`src/rtl/down_sampler.sv`:
```
// down_sampler: 2x decimation of a raster pixel stream; define DOWN_SAMPLE_AVG_EN for 2x2 box averaging
module down_sampler #(
  parameter int IMG_WIDTH = 640,
  parameter int IMG_HEIGHT = 480
) (
  input  logic       clk,
  input  logic       rst,
  input  logic       din_valid,
  input  logic [7:0] din,
  output logic       din_ready,
  input  logic       rd_en,
  output logic       valid,
  output logic [7:0] dout,
  output logic       sof
);
  localparam int CW = $clog2(IMG_WIDTH);
  localparam int RW = $clog2(IMG_HEIGHT);
  typedef enum logic [1:0] {ROW_EVEN, ROW_ODD, FRAME_END} state_t;
  state_t state;
  logic [CW-1:0] col;
  logic [RW-1:0] row;
  logic xfer, last_col, last_row, emit, first;
  logic [7:0] pix;
  assign din_ready = (state != FRAME_END) && (!valid || rd_en);
  assign xfer = din_valid && din_ready;
  assign last_col = col == CW'(IMG_WIDTH - 1);
  assign last_row = row == RW'(IMG_HEIGHT - 1);
`ifdef DOWN_SAMPLE_AVG_EN
  logic [7:0] held;
  logic [8:0] line_buf [IMG_WIDTH/2];
  logic [8:0] pair_sum;
  logic [9:0] box_sum;
  assign pair_sum = {1'b0, held} + {1'b0, din};
  assign box_sum = {1'b0, line_buf[col[CW-1:1]]} + {1'b0, pair_sum} + 10'd2;
  assign emit = xfer && row[0] && col[0];
  assign pix = box_sum[9:2];
  assign first = row == RW'(1) && col == CW'(1);
  // Even rows leave horizontal pair sums behind for the odd row to finish the box
  always_ff @(posedge clk) begin
    if (xfer && !col[0]) held <= din;
    if (xfer && !row[0] && col[0]) line_buf[col[CW-1:1]] <= pair_sum;
  end
`else
  assign emit = xfer && !row[0] && !col[0];
  assign pix = din;
  assign first = row == '0 && col == '0;
`endif
  always_ff @(posedge clk or negedge rst) begin
    if (!rst) begin
      state <= ROW_EVEN;
      col <= '0;
      row <= '0;
      valid <= 1'b0;
      dout <= '0;
      sof <= 1'b0;
    end else begin
      if (emit) begin
        valid <= 1'b1;
        dout <= pix;
        sof <= first;
      end else if (rd_en) valid <= 1'b0;
      if (state == FRAME_END) begin
        state <= ROW_EVEN;
        col <= '0;
        row <= '0;
      end else if (xfer) begin
        col <= last_col ? '0 : col + 1'b1;
        if (last_col) begin
          row <= last_row ? '0 : row + 1'b1;
          state <= state == ROW_EVEN ? ROW_ODD : last_row ? FRAME_END : ROW_EVEN;
        end
      end
    end
  end
endmodule

```
`config.mk`:
```
export PLATFORM = sky130hd
export DESIGN_NAME = down_sampler
export DESIGN_NICKNAME = d
export VERILOG_FILES = /design/src/rtl/down_sampler.sv
export SDC_FILE = /design/constraint.sdc
export NUM_CORES = 1
export LEC_CHECK = 0
export ABC_AREA = 1
export BUFFER_PORTS_ARGS = -buffer_cell sky130_fd_sc_hd__buf_2
export CAP_MARGIN = 25
export CORE_UTILIZATION = 30
export CTS_CLUSTER_SIZE = 40
export DETAILED_ROUTE_END_ITERATION = 16
export SYNTH_ARGS = -nofsm -noshare
export SYNTH_HDL_FRONTEND = slang
export SYNTH_SLANG_ARGS = --single-unit
```
`constraint.sdc`:
```
create_clock -name clk -period 2.45 [get_ports clk]
set_input_delay 0.1225 -clock clk [delete_from_list [all_inputs] [get_ports clk]]
set_output_delay 0.1225 -clock clk [all_outputs]
set_load 0.02 [all_outputs]
```
After elaboration in Yosys (flattened, before gate mapping)

Index checks and enable logic that the tools add are counted.

Register bits after elaboration: 31
Bits of input ports: 12
Logic and storage cells: 42

Add/sub/neg operators: 2
Equality and inequality tests: 4
Multiplexer cells: 14
Reductions and logical operators: 16

Operators with widths:

| kind                                           | count |
|---|---|
| two-way mux 9 bit                              | 4 |
| two-way mux 10 bit                             | 3 |
| adder 10 x 1 -> 10 bit (second input constant) | 1 |
| == test 10 bit (second input constant)         | 1 |
| zero test 10 bit                               | 1 |
| two-way mux 2 bit                              | 5 |
| adder 9 x 1 -> 9 bit (second input constant)   | 1 |
| == test 9 bit (second input constant)          | 1 |
| zero test 9 bit                                | 1 |
| nonzero test 2 bit                             | 3 |
| logical AND 1 bit                              | 5 |
| zero test 1 bit                                | 3 |
| == test 2 bit (second input constant)          | 1 |
| zero test 2 bit                                | 1 |
| two-way mux 1 bit                              | 2 |
| inequality test 2 bit (second input constant)  | 1 |
| AND reduction 2 bit                            | 1 |
| logical OR 1 bit                               | 1 |

Longest topological paths before layout

Gate-level depths: netlist of the first run.

Depth in word-level cells: 7
Depth in mapped cells: 10

Worst setup path after synthesis of the first run

No wires, ideal clock.

Kind: register to register
Start: register col[0]
End: register row[6]
Library setup time: 0.118 ns
Data arrival time: 1.272 ns
Required time: 2.332 ns
Setup slack: 1.061 ns
Cell stages (with the launch flop): 10
Buffers on the path: 1
Clock period less this slack: 1.389 ns
Cells stage by stage: dfrtp_1 -> ha_1 -> nand2_2 -> nor2_2 -> nand2_1 -> nand2_2 -> nand3_4 -> buf_6 -> nand2_1 -> o21ai_2

Cells in the longest elaborated chain, start to end: 3

Ends and longest elaborated chain:

| element                              | RTL line | source |
|---|---|---|
| from (decl)                          | 20       | `logic [CW-1:0] col;` |
| from (signal assigned)               | 67       | `col <= last_col ? '0 : col + 1'b1;` |
| == test 10 bit                       | 26       | `assign last_col = col == CW'(IMG_WIDTH - 1);` |
| nonzero test 2 bit (no source line)  | n/a      |  |
| AND reduction 2 bit (no source line) | n/a      |  |
| to (signal assigned)                 | 69       | `row <= last_row ? '0 : row + 1'b1;` |
| to (decl)                            | 21       | `logic [RW-1:0] row;` |

No other way between the ends.
A chain may end at the register's enable or synchronous reset.

Final worst setup path of the first run

Start: register col[0]
End: register row[4]

Same word-level chain as after synthesis.

==> results of run 1 <==
==> logic make-up (layout without fill, tap and decap cells) <==
| kind of cell | after synthesis | count (layout) | share of synthesized area (%) |
|---|---|---|---|
| DFF | 31 | 31 | 44.0 |
| adders and majority gates | 4 | 4 | 2.84 |
| buffers and inverters | 32 | 60 | 8.30 |
| AOI/OAI and AO/OA | 25 | 25 | 9.01 |
| and+or+nand+nor | 142 | 142 | 35.9 |
==> registers in the layout (all words and copies together), names as in the netlist <==
register,cells
valid,1
state,2
col,10
sof,1
dout,8
row,9
==> per-stage QoR <==
stage	hold slack, ns	power (mW)
CTS	0.0317	1.74
floorplan	-0.173	1.11
global route	0.0407	1.85
detailed placement	0.218	1.29
finish	0.0404	1.72
global placement	0.215	1.28
==> worst min-delay path: cells and delay by family <==
kind | cells | cell delay [ns]
buf+inv | 1 | 0.07
simple gates | 2 | 0.09
==> worst min-delay path by stage <==
stage / startpoint / endpoint / slack, ns
2_1_floorplan: rst / col[0] / -0.17
3_3_place_gp: rst / row[7] / 0.22
3_5_place_dp: rst / row[7] / 0.22
4_1_cts: din[0] / dout[0] / 0.03
5_1_grt: din[0] / dout[0] / 0.04
6_report: din[0] / dout[0] / 0.04
==> synth_stat cells, drive strengths merged <==
cell | count | area, µm²
nand2 | 87 | 342
dfrtp | 31 | 776
inv | 27 | 101
nor2 | 24 | 92.6
nand3 | 20 | 125
o21ai | 18 | 116
a21oi | 7 | 42.5
buf | 4 | 41.3
ha | 4 | 50.1
nand4 | 4 | 25.0
nor3 | 3 | 20.0
nand3b | 2 | 15.0
clkinv | 1 | 3.75
nor3b | 1 | 7.51
or2 | 1 | 6.26
==> cells in the final DEF (no fill, tap or decap), drive strengths merged <==
cell,instances
nor3b,1
clkinvlp,1
clkbuf,7
nand4,4
dlygate4sd3,1
nor2,24
dfrtp,31
a21oi,7
clkinv,1
ha,4
buf,23
nand3,20
o21ai,18
nand2,87
nor3,3
nand3b,2
inv,27
or2,1
==> metal layers <==
metal | track usage, % | part of all wire, % | vias to the layer above
li1 | - | - | 796
met1 | 16.8 | 50 | 688
met2 | 21.5 | 45 | 27
met3 | 3.49 | 3.1 | 6
met4 | 4.07 | 1.0 | 0
met5 | 0 | 0 | -
==> final cells by class <==
type | count | share of cell area [%]
clock inverter | 1 | 0.367
sequential | 31 | 37.9
tap | 72 | 4.41
inverter | 28 | 5.14
multi-input combinational | 171 | 41.2
clock buffer | 7 | 4.71
timing repair buffer | 24 | 6.24
==> power groups by stage <==
stage          clock [mW]  combinational [mW]  sequential [mW]
6_report            0.443               0.526            0.753
2_1_floorplan           0               0.269            0.843
4_1_cts             0.457               0.531            0.753
5_1_grt             0.477               0.598            0.770
3_3_place_gp            0               0.523            0.759
3_5_place_dp            0               0.530            0.761
==> parameters.txt, run 1 <==
Parameter                              Value

Run status
  Status ... complete, no violations

STA
  Tmin final ... 1.69 ns
  Max Clk Rate ... roughly 0.59 GHz
  Setup WS post-layout ... about 0.76 ns
  TNS Setup ... 0 ns
  Max-slew violation total from the final report ... 0
  Clock skew ... 0.00529 ns
  Unrepaired setup endpoints after global routing ... no
  Final setup violation count ... 0
  Period utilization ... slightly below 70%
  Number of hold violations in the final report ... 0
  Measured slew at the worst slew-check pin ... about 0.7 ns
  Slew Limit Headroom ... 53.4%

Floorplanning
  Die area ... between 0.006 and 0.007 mm²
  Count of boundary I/O pins ... 23
  Count of standard-cell rows ... 27
  Horizontal die dimension ... 78.7 µm
  Area of the core ... 0.00557 mm²
  Starting density of the core ... a little under a third
  Die height ... between 70 and 80 µm

Worst setup path
  Internal reg-to-reg setup slack ... around 0.76 ns
  CP max FO ... 24
  Critical register-to-register path startpoint ... col[0]
  Critical Path RT ... approximately 2.6 ns
  Worst Setup End Kind ... flip-flop
  Cell Chain, Critical Path ... ha_1, nand2_2, nor2_2, nand2_1, nand2_2, nand3_4, nand2_1, o21ai_2
  Worst EP arrival ... between 1.5 and 2 ns
  Instance count on the critical path ... 8
  Family with the most delay on the worst path ... simple AND/OR/NAND/NOR gates
  Standard cell with the maximum stage delay on the critical path ... sky130_fd_sc_hd__dfrtp_1
  Worst R2R Path Depth ... 8
  CP bufs+invs ... 0
  Endpoint of the most critical register-to-register path ... row[4]
  Biggest cell delay along the critical path ... approximately 0.46 ns
  Element type at the critical path start ... flip-flop
  Critical Path Sink ... row[4]
  Crit Path Class ... flip-flop to flip-flop
  Setup crit start ... col[0]

Power and ir drop
  Internal portion of total power ... approximately 1.1 mW
  Leakage power total ... 1.02 nW
  Max rail drop VDD ... between 400 and 500 µV
  Part of the power in combinational logic ... slightly above 30%
  Switching power ... around 0.64 mW
  Proportion of total power due to net switching ... ~37%
  Ratio of total power to cell area ... approximately 840 mW/mm²
  Share of power burned in registers ... 43.7%
  Clock power frac ... ~26%

CTS
  Clock buffer depth ... 2
  Number of buffers inserted by post-CTS setup repair ... 0
  Max H-tree Level ... 2
  Clock transition at the register clock pins on the worst setup and hold paths after CTS ... 0.07 ns
  Hold buffer count at CTS ... 1
  Inserted Clock Buffers ... 5
  Post-CTS resize count ... 0
  TritonCTS clock tree ... built
  Root buf cell ... sky130_fd_sc_hd__clkbuf_8
  # clock sinks ... 31
  Clock latency reported for the late side of the worst-skew pair ... 0.28 ns

Synth
  Post-Syn Area ... roughly 0.0018 mm²
  Per-instance average area after synthesis ... between 7 and 8 µm²
  Number of distinct library cells after synthesis ... 25
  Synthesized flop and latch total ... 31
  Synthesized netlist cell count ... between 200 and 250
  Proportion of synthesized chip area in sequential cells ... a little over two fifths
  Number of warnings issued by yosys ... 0
  Post-Synthesis Net Count ... 250

Layout
  Utilization of the core after routing ... around 37%
  Cell area after layout ... 0.00204 mm²
  Number of fillers in the final layout ... approximately 600
  Area growth, synth to finish ... 15.9%
  Number of non-filler instances in the completed layout ... about 330
  Net total in the final layout ... around 280
  Diode count ... 0
  Share of final-layout standard cells stronger than drive strength 1 ... 19.8%
  Sequential standard cell area ... 776 µm²
  Total area of multi-input combinational cells ... 842 µm²

Routing
  Vias per cell ... 4.54
  Routed vias ... roughly 1500
  Final routed DRC violation total ... 0
  Routed wire per std cell ... ~11 µm
  Antenna Violating Nets Remaining ... 0
  Detailed-route wire length ... ~3.6 mm
  Detailed-routing iteration count for the pre-antenna-repair pass ... 4
  DRC marker count from the first detailed-route iteration ... between 100 and 150

Global routing
  Global-route wire length before repair ... about 6.4 mm
  Largest net degree at the start of global routing ... 32
  Antenna violations before repair ... 0
  Remaining global-route overflow ... 0
  GR Util All Layers ... approximately an eighth
  Number of global-route vias before repair ... 1503

Placement
  Post-DP HPWL ... around 2.7 mm
  Placed Instance Area ... about 0.0019 mm²
  Final weighted congestion in routability-driven placement ... around 0.86
  Setup Slack @ Placement ... between 0.7 and 0.8 ns
  Input/output buffers ... 22
  Number of placed instances, taps included ... approximately 330

Hold path
  Hold Crit Class ... primary input to flip-flop
  Cell count of the worst hold path ... 3

Run
  Max capacitance violation total ... 0
Power figures use the tool's default switching activity.
==> run 2: changes to the inputs <==
clock period = 1.6 ns   (was 2.45 ns; I/O delays follow)
==> run 2 against run 1 <==
  * Die area unchanged
  * Final cell count rose by 4.2%
  * Global-route usage is 0.91 points higher
  * Largest power group unchanged
  * Combinational power is 66% higher
  * Design area is 8.3% higher
  * Clock skew increased by 0.0043 ns
  * Register-to-register slack got worse by 0.69 ns
  * Clock power rose by 82%
  * Worst setup slack got worse by 0.69 ns
  * Critical path type unchanged
==> parameters.txt, run 2 (synthesis gave the netlist of run 1 again) <==
Parameter                              Value

STA
  Number of hold violations in the final report ... 0 (unchanged)
  Final setup violation count ... 0 (unchanged)
  Max-slew violation total from the final report ... 0 (unchanged)
  Clock skew ... 0.00955 ns (was 0.00529 ns)
  Measured slew at the worst slew-check pin ... 0.681 ns (was 0.700 ns)
  Max Clk Rate ... 0.651 GHz (was 0.590 GHz)
  Period utilization ... 96.1% (was 69.2%)
  TNS Setup ... 0 ns (unchanged)
  Tmin final ... 1.54 ns (was 1.69 ns)
  Slew Limit Headroom ... 54.6% (was 53.4%)
  Unrepaired setup endpoints after global routing ... yes (was no)

Floorplanning
  Die area ... 0.00619 mm² (unchanged)
  Starting density of the core ... 31.6% (unchanged)
  Count of standard-cell rows ... 27 (unchanged)
  Die height ... 78.7 µm (unchanged)
  Count of boundary I/O pins ... 23 (unchanged)
  Area of the core ... 0.00557 mm² (unchanged)
  Horizontal die dimension ... 78.7 µm (unchanged)

Hold path
  Start point of the worst hold path ... din[1] (was din[0])
  Hold Crit Class ... primary input to flip-flop (unchanged)
  Cell count of the worst hold path ... 3 (unchanged)

Worst setup path
  Biggest cell delay along the critical path ... 0.44 ns (was 0.46 ns)
  Critical Path RT ... 1.77 ns (was 2.61 ns)
  Worst EP arrival ... 1.71 ns (was 1.85 ns)
  Worst Setup End Kind ... flip-flop (unchanged)
  Cell Chain, Critical Path ... inv_1, nand2_1, o21ai_2, nand3_2, nand2_1, o21ai_2 (was ha_1, nand2_2, nor2_2, nand2_1, nand2_2, nand3_4, nand2_1, o21ai_2)
  CP max FO ... 6 (was 24)
  Crit Path Class ... flip-flop to flip-flop (unchanged)
  CP bufs+invs ... 1 (was 0)
  Element type at the critical path start ... flip-flop (unchanged)
  Instance count on the critical path ... 6 (was 8)
  Critical register-to-register path startpoint ... col[7] (was col[0])
  Worst R2R Path Depth ... 6 (was 8)
  Setup crit start ... col[7] (was col[0])
  Family with the most delay on the worst path ... compound AO/OA/AOI/OAI gates (was simple AND/OR/NAND/NOR gates)
  Standard cell with the maximum stage delay on the critical path ... sky130_fd_sc_hd__o21ai_2 (was sky130_fd_sc_hd__dfrtp_1)

Routing
  Final routed DRC violation total ... 0 (unchanged)
  Routed vias ... 1645 (was 1517)
  Vias per cell ... 4.73 (was 4.54)
  Routed wire per std cell ... 11.9 µm (was 10.9 µm)
  Detailed-route wire length ... 4.13 mm (was 3.63 mm)
  Detailed-routing iteration count for the pre-antenna-repair pass ... 4 (unchanged)
  Antenna Violating Nets Remaining ... 0 (unchanged)
  DRC marker count from the first detailed-route iteration ... 83 (was 118)

Run
  Max capacitance violation total ... 0 (unchanged)

Power and ir drop
  Max rail drop VDD ... 576 µV (was 412 µV)
  Leakage power total ... 1.09 nW (was 1.02 nW)
  Ratio of total power to cell area ... 1270 mW/mm² (was 842 mW/mm²)

Layout
  Total area of multi-input combinational cells ... 898 µm² (was 842 µm²)
  Diode count ... 0 (unchanged)
  Most common library cell in the layout ignoring fill and taps ... sky130_fd_sc_hd__nand2_1 (unchanged)
  Area growth, synth to finish ... 25.5% (was 15.9%)
  Top reg by flops ... col (unchanged)
  Number of fillers in the final layout ... 582 (was 595)
  Sequential standard cell area ... 776 µm² (unchanged)
  Utilization of the core after routing ... 39.7% (was 36.7%)
  Leading cell types in the layout, fill and taps excluded ... sky130_fd_sc_hd__nand2_1, sky130_fd_sc_hd__dfrtp_1, sky130_fd_sc_hd__inv_1 (unchanged)
  Share of final-layout standard cells stronger than drive strength 1 ... 22.1% (was 19.8%)
  Cell area after layout ... 0.00221 mm² (was 0.00204 mm²)
  Net total in the final layout ... 291 (was 277)
  Max FFs per register ... 10 (unchanged)
  Registers with the most flip-flops ... col: 10 flops, row: 9 flops, dout: 8 flops (unchanged)

Placement
  Input/output buffers ... 22 (unchanged)
  Post-DP HPWL ... 2.78 mm (was 2.67 mm)
  Final weighted congestion in routability-driven placement ... 0.822 (was 0.856)
  Placed Instance Area ... 0.00196 mm² (was 0.00193 mm²)

CTS
  Inserted Clock Buffers ... 5 (unchanged)
  Clock latency reported for the late side of the worst-skew pair ... 0.29 ns (was 0.28 ns)
  Clock transition at the register clock pins on the worst setup and hold paths after CTS ... 0.07 ns (about the same)
  TritonCTS clock tree ... built (unchanged)
  # clock sinks ... 31 (unchanged)
  Max H-tree Level ... 2 (unchanged)
  Root buf cell ... sky130_fd_sc_hd__clkbuf_8 (unchanged)
  Clock buffer depth ... 2 (unchanged)

Global routing
  Global-route wire length before repair ... 6.71 mm (was 6.41 mm)
  Largest net degree at the start of global routing ... 32 (unchanged)
  Remaining global-route overflow ... 0 (unchanged)
  Number of global-route vias before repair ... 1514 (was 1503)
  Antenna violations before repair ... 0 (unchanged)
  GR Util All Layers ... 14.0% (was 13.1%)

Run status
  Status ... complete, no violations (unchanged)
[run 2: cell types whose count changed in the layout (fill, tap and decap cells not counted), sizes merged]
cell,before,now
dlygate4sd3,1,8
nand3,20,23
buf,23,27
clkinvlp,1,0
clkbuf,7,6
clkinv,1,2
bufinv,0,1
[run 2: per-stage QoR]
stage          cells  power, mW  setup slack [ns]  hold slack, ns
3_3_place_gp     329       1.98             0.103           0.174
2_1_floorplan    234       1.70             0.211          -0.216
4_1_cts          345       2.83            0.0352          0.0111
5_1_grt          348       3.02           -0.0569          0.0117
6_report         348       2.82            0.0629          0.0160
3_5_place_dp     329       2.00            0.0614           0.177
[run 2: routing by layer]
metal | track usage (%) | vias up | part of all wire (%)
li1 | - | 827 | -
met1 | 18.1 | 765 | 46
met2 | 22.1 | 39 | 47
met3 | 3.95 | 14 | 5.0
met4 | 5.37 | 0 | 2.3
met5 | 0 | - | 0
[run 2: path summary, 6_finish.rpt]
kind | to | slack [ns]
min in group asynchronous | row[8] | 0.36
max in group asynchronous | col[6] | 0.79
worst max register to register | row[4] | 0.06
worst min-delay path | dout[1] | 0.02
worst min register to register | dout[2] | 0.47
worst max-delay path | row[4] | 0.06
[run 2: report_power, final]
part	total [mW]	switching (mW)	internal [mW]	leakage (nW)
sequential	1.14	0.149	0.990	0.393
clock	0.805	0.301	0.503	0.0612
combinational	0.873	0.570	0.303	0.634
[run 2: worst reg2reg max path, cell delays in order, from the launching register on]
cell and delay [ns]:
sky130_fd_sc_hd__dfrtp_1 0.39, sky130_fd_sc_hd__inv_1 0.08, sky130_fd_sc_hd__nand2_1 0.08, sky130_fd_sc_hd__o21ai_2 0.44
sky130_fd_sc_hd__nand3_2 0.25, sky130_fd_sc_hd__nand2_1 0.13, sky130_fd_sc_hd__o21ai_2 0.06
[run 2: repair_timing]
item	CTS	global route
endpoints found under the hold margin	38	0
hold buffers	8	0
setup buffers	0	0
endpoints found under the setup margin	0	14
resized for setup	0	5
[run 2: cell type report]
cell class,instances,share of cell area (%)
Clock inverter,2,1.58
Clock buffer,6,3.73
Tap cell,72,4.07
Multi-Input combinational cell,174,40.6
Inverter,28,4.75
Sequential cell,31,35.0
Timing Repair Buffer,35,10.3
==> run 3: changes to the inputs <==
CELL_PAD_IN_SITES_DETAIL_PLACEMENT = 0   (was default)
CELL_PAD_IN_SITES_GLOBAL_PLACEMENT = 1   (was default)
PLACE_DENSITY_LB_ADDON = 0.1   (was default)
==> run 3 against run 2 <==
  * Via count down 4.8%
  * Combinational power grew 5.5%
  * Total power increased by 1.8%
  * Sequential share of layout area decreased by 0.43 points
  * Count of clock-buffer cells in the layout did not move
  * Flip-flop and latch count did not move
  * Core utilization is 0.49 points higher
  * Worst setup slack better by 0.069 ns
  * Global-route usage grew 2.0 points
  * Design area up 1.2%
  * Routed wire length is 10% higher
  * Largest power group unchanged
  * Highest routed layer unchanged
==> parameters.txt, run 3 (synthesis gave the netlist of run 1 again) <==
Parameter                              Value

Routing
  DRC marker count from the first detailed-route iteration ... 68 (was 83)
  Vias per cell ... 4.42 (was 4.73)
  Detailed-routing iteration count for the pre-antenna-repair pass ... 4 (unchanged)
  Antenna Violating Nets Remaining ... 0 (unchanged)
  Final routed DRC violation total ... 0 (unchanged)
  Routed wire per std cell ... 12.9 µm (was 11.9 µm)
  Routed vias ... 1566 (was 1645)
  Detailed-route wire length ... 4.56 mm (was 4.13 mm)

Global routing
  Largest net degree at the start of global routing ... 32 (unchanged)
  Antenna violations before repair ... 0 (unchanged)
  GR Util All Layers ... 16.0% (was 14.0%)
  Number of global-route vias before repair ... 1559 (was 1514)
  Global-route wire length before repair ... 7.55 mm (was 6.71 mm)
  Remaining global-route overflow ... 0 (unchanged)

STA
  Slew Limit Headroom ... 70.9% (was 54.6%)
  Clock skew ... 0.00707 ns (was 0.00955 ns)
  Measured slew at the worst slew-check pin ... 0.436 ns (was 0.681 ns)
  Unrepaired setup endpoints after global routing ... yes (unchanged)
  Tmin final ... 1.47 ns (was 1.54 ns)
  Number of hold violations in the final report ... 0 (unchanged)
  Max Clk Rate ... 0.681 GHz (was 0.651 GHz)
  Period utilization ... 91.8% (was 96.1%)
  Max-slew violation total from the final report ... 0 (unchanged)
  Final setup violation count ... 0 (unchanged)

Placement
  Post-DP HPWL ... 3.15 mm (was 2.78 mm)
  Number of placed instances, taps included ... 338 (was 329)
  Final weighted congestion in routability-driven placement ... 0.773 (was 0.822)
  Input/output buffers ... 22 (unchanged)

Layout
  Leading cell types in the layout, fill and taps excluded ... sky130_fd_sc_hd__nand2_1, sky130_fd_sc_hd__dfrtp_1, sky130_fd_sc_hd__inv_1 (unchanged)
  Net total in the final layout ... 297 (was 291)
  Share of final-layout standard cells stronger than drive strength 1 ... 23.8% (was 22.1%)
  Utilization of the core after routing ... 40.2% (was 39.7%)
  Diode count ... 0 (unchanged)
  Registers with the most flip-flops ... col: 10 flops, row: 9 flops, dout: 8 flops (unchanged)
  Most common library cell in the layout ignoring fill and taps ... sky130_fd_sc_hd__nand2_1 (unchanged)
  Number of non-filler instances in the completed layout ... 354 (was 348)
  Area growth, synth to finish ... 27.1% (was 25.5%)
  Max FFs per register ... 10 (unchanged)
  Top reg by flops ... col (unchanged)

Floorplanning
  Die area ... 0.00619 mm² (unchanged)
  Count of standard-cell rows ... 27 (unchanged)
  Count of boundary I/O pins ... 23 (unchanged)
  Horizontal die dimension ... 78.7 µm (unchanged)
  Area of the core ... 0.00557 mm² (unchanged)
  Starting density of the core ... 31.6% (unchanged)
  Die height ... 78.7 µm (unchanged)

Worst setup path
  CP max FO ... 12 (was 6)
  Standard cell with the maximum stage delay on the critical path ... sky130_fd_sc_hd__dfrtp_1 (was sky130_fd_sc_hd__o21ai_2)
  CP dominant cell by count ... sky130_fd_sc_hd__nand2_1
  Worst Setup End Kind ... flip-flop (unchanged)
  Crit Path Class ... flip-flop to flip-flop (unchanged)
  Family with the most delay on the worst path ... simple AND/OR/NAND/NOR gates (was compound AO/OA/AOI/OAI gates)
  Biggest cell delay along the critical path ... 0.37 ns (was 0.44 ns)
  Critical Path RT ... 1.76 ns (was 1.77 ns)
  Element type at the critical path start ... flip-flop (unchanged)
  Cell Chain, Critical Path ... ha_1, nand2_2, nor2_2, nand2_1, nand2_4, nand3_4, nand2_1, o21ai_1 (was inv_1, nand2_1, o21ai_2, nand3_2, nand2_1, o21ai_2)
  Worst EP arrival ... 1.63 ns (was 1.71 ns)
  CP bufs+invs ... 0 (was 1)
  Setup crit start ... col[1] (was col[7])
  Critical register-to-register path startpoint ... col[1] (was col[7])

CTS
  Clock latency reported for the late side of the worst-skew pair ... 0.28 ns (was 0.29 ns)
  Inserted Clock Buffers ... 5 (unchanged)
  Clock buffer depth ... 2 (unchanged)
  Max H-tree Level ... 2 (unchanged)
  TritonCTS clock tree ... built (unchanged)
  Number of buffers inserted by post-CTS setup repair ... 0 (unchanged)
  # clock sinks ... 31 (unchanged)
  Clock transition at the register clock pins on the worst setup and hold paths after CTS ... 0.07 ns (about the same)
  Root buf cell ... sky130_fd_sc_hd__clkbuf_8 (unchanged)

Hold path
  Hold Crit Class ... primary input to flip-flop (unchanged)
  Start point of the worst hold path ... din[0] (was din[1])

Power and ir drop
  Max rail drop VDD ... 463 µV (was 576 µV)
  Sum of internal, switching and leakage power ... 2.87 mW (was 2.82 mW)
  Leakage power total ... 1.13 nW (was 1.09 nW)
  Ratio of total power to cell area ... 1280 mW/mm² (was 1270 mW/mm²)

Run
  Max capacitance violation total ... 0 (unchanged)

Run status
  Status ... complete, no violations (unchanged)
-- run 3: cell count changes in the layout (fill, tap and decap cells not counted) --
cell	change
sky130_fd_sc_hd__buf_4	+9
sky130_fd_sc_hd__dlygate4sd3_1	-1
sky130_fd_sc_hd__nand2_1	+1
sky130_fd_sc_hd__nand2_2	-1
sky130_fd_sc_hd__nand3_2	-1
sky130_fd_sc_hd__nand3_4	-1
-- run 3: worst min-delay path: cells and delay by family --
family	cells	cell delay, ns
and+or+nand+nor	2	0.11
buffers and inverters	1	0.08
-- run 3: final cells by class --
cell class	count	area, µm²
Clock buffer	6	82.6
Clock inverter	2	35.0
Fill cell	608	3330
Inverter	28	105
Multi-Input combinational cell	172	868
Sequential cell	31	776
Tap cell	72	90.1
Timing Repair Buffer	43	285
-- run 3: worst paths after layout --
check	endpoint	slack [ns]	depth (start not counted)
min in group asynchronous	col[7]	0.35	3
worst max-delay path	row[5]	0.13	8
max in group asynchronous	row[6]	0.93	3
worst min-delay path	dout[0]	0.01	3
worst min register to register	dout[6]	0.47	2
worst max register to register	row[5]	0.13	8
-- run 3: metal layers --
metal	vias to the layer above	GRT usage, %	wire, µm
met3	4	3.49	101
met1	713	21.9	2420
met2	16	24.8	1990
met5	-	0	0
met4	0	5.56	48
li1	833	-	-
-- run 3: report_power, final --
| group | switching (mW) | total (mW) | internal (mW) |
|---|---|---|---|
| registers | 0.134 | 1.12 | 0.989 |
| logic | 0.590 | 0.921 | 0.331 |
| clock network | 0.318 | 0.822 | 0.504 |
| total | 1.04 | 2.87 | 1.82 |
-- run 3: stage by stage --
step	hold WS, ns	setup TNS (ns)	area (µm²)	setup WS (ns)
floorplan	-0.216	0	1760	0.211
global placement	0.137	0	2030	0.0957
detailed placement	0.140	0	2030	0.0748
CTS	0.00354	0	2220	0.0375
global route	0.0104	-0.0111	2240	-0.0111
finish	0.0134	0	2240	0.132
-- run 3: repair_timing --
action                                  in CTS  in global routing
hold buffers                                 7                  0
hold endpoints to repair                    37                  0
endpoints found under the setup margin       0                 14
gates resized for setup                      0                  3
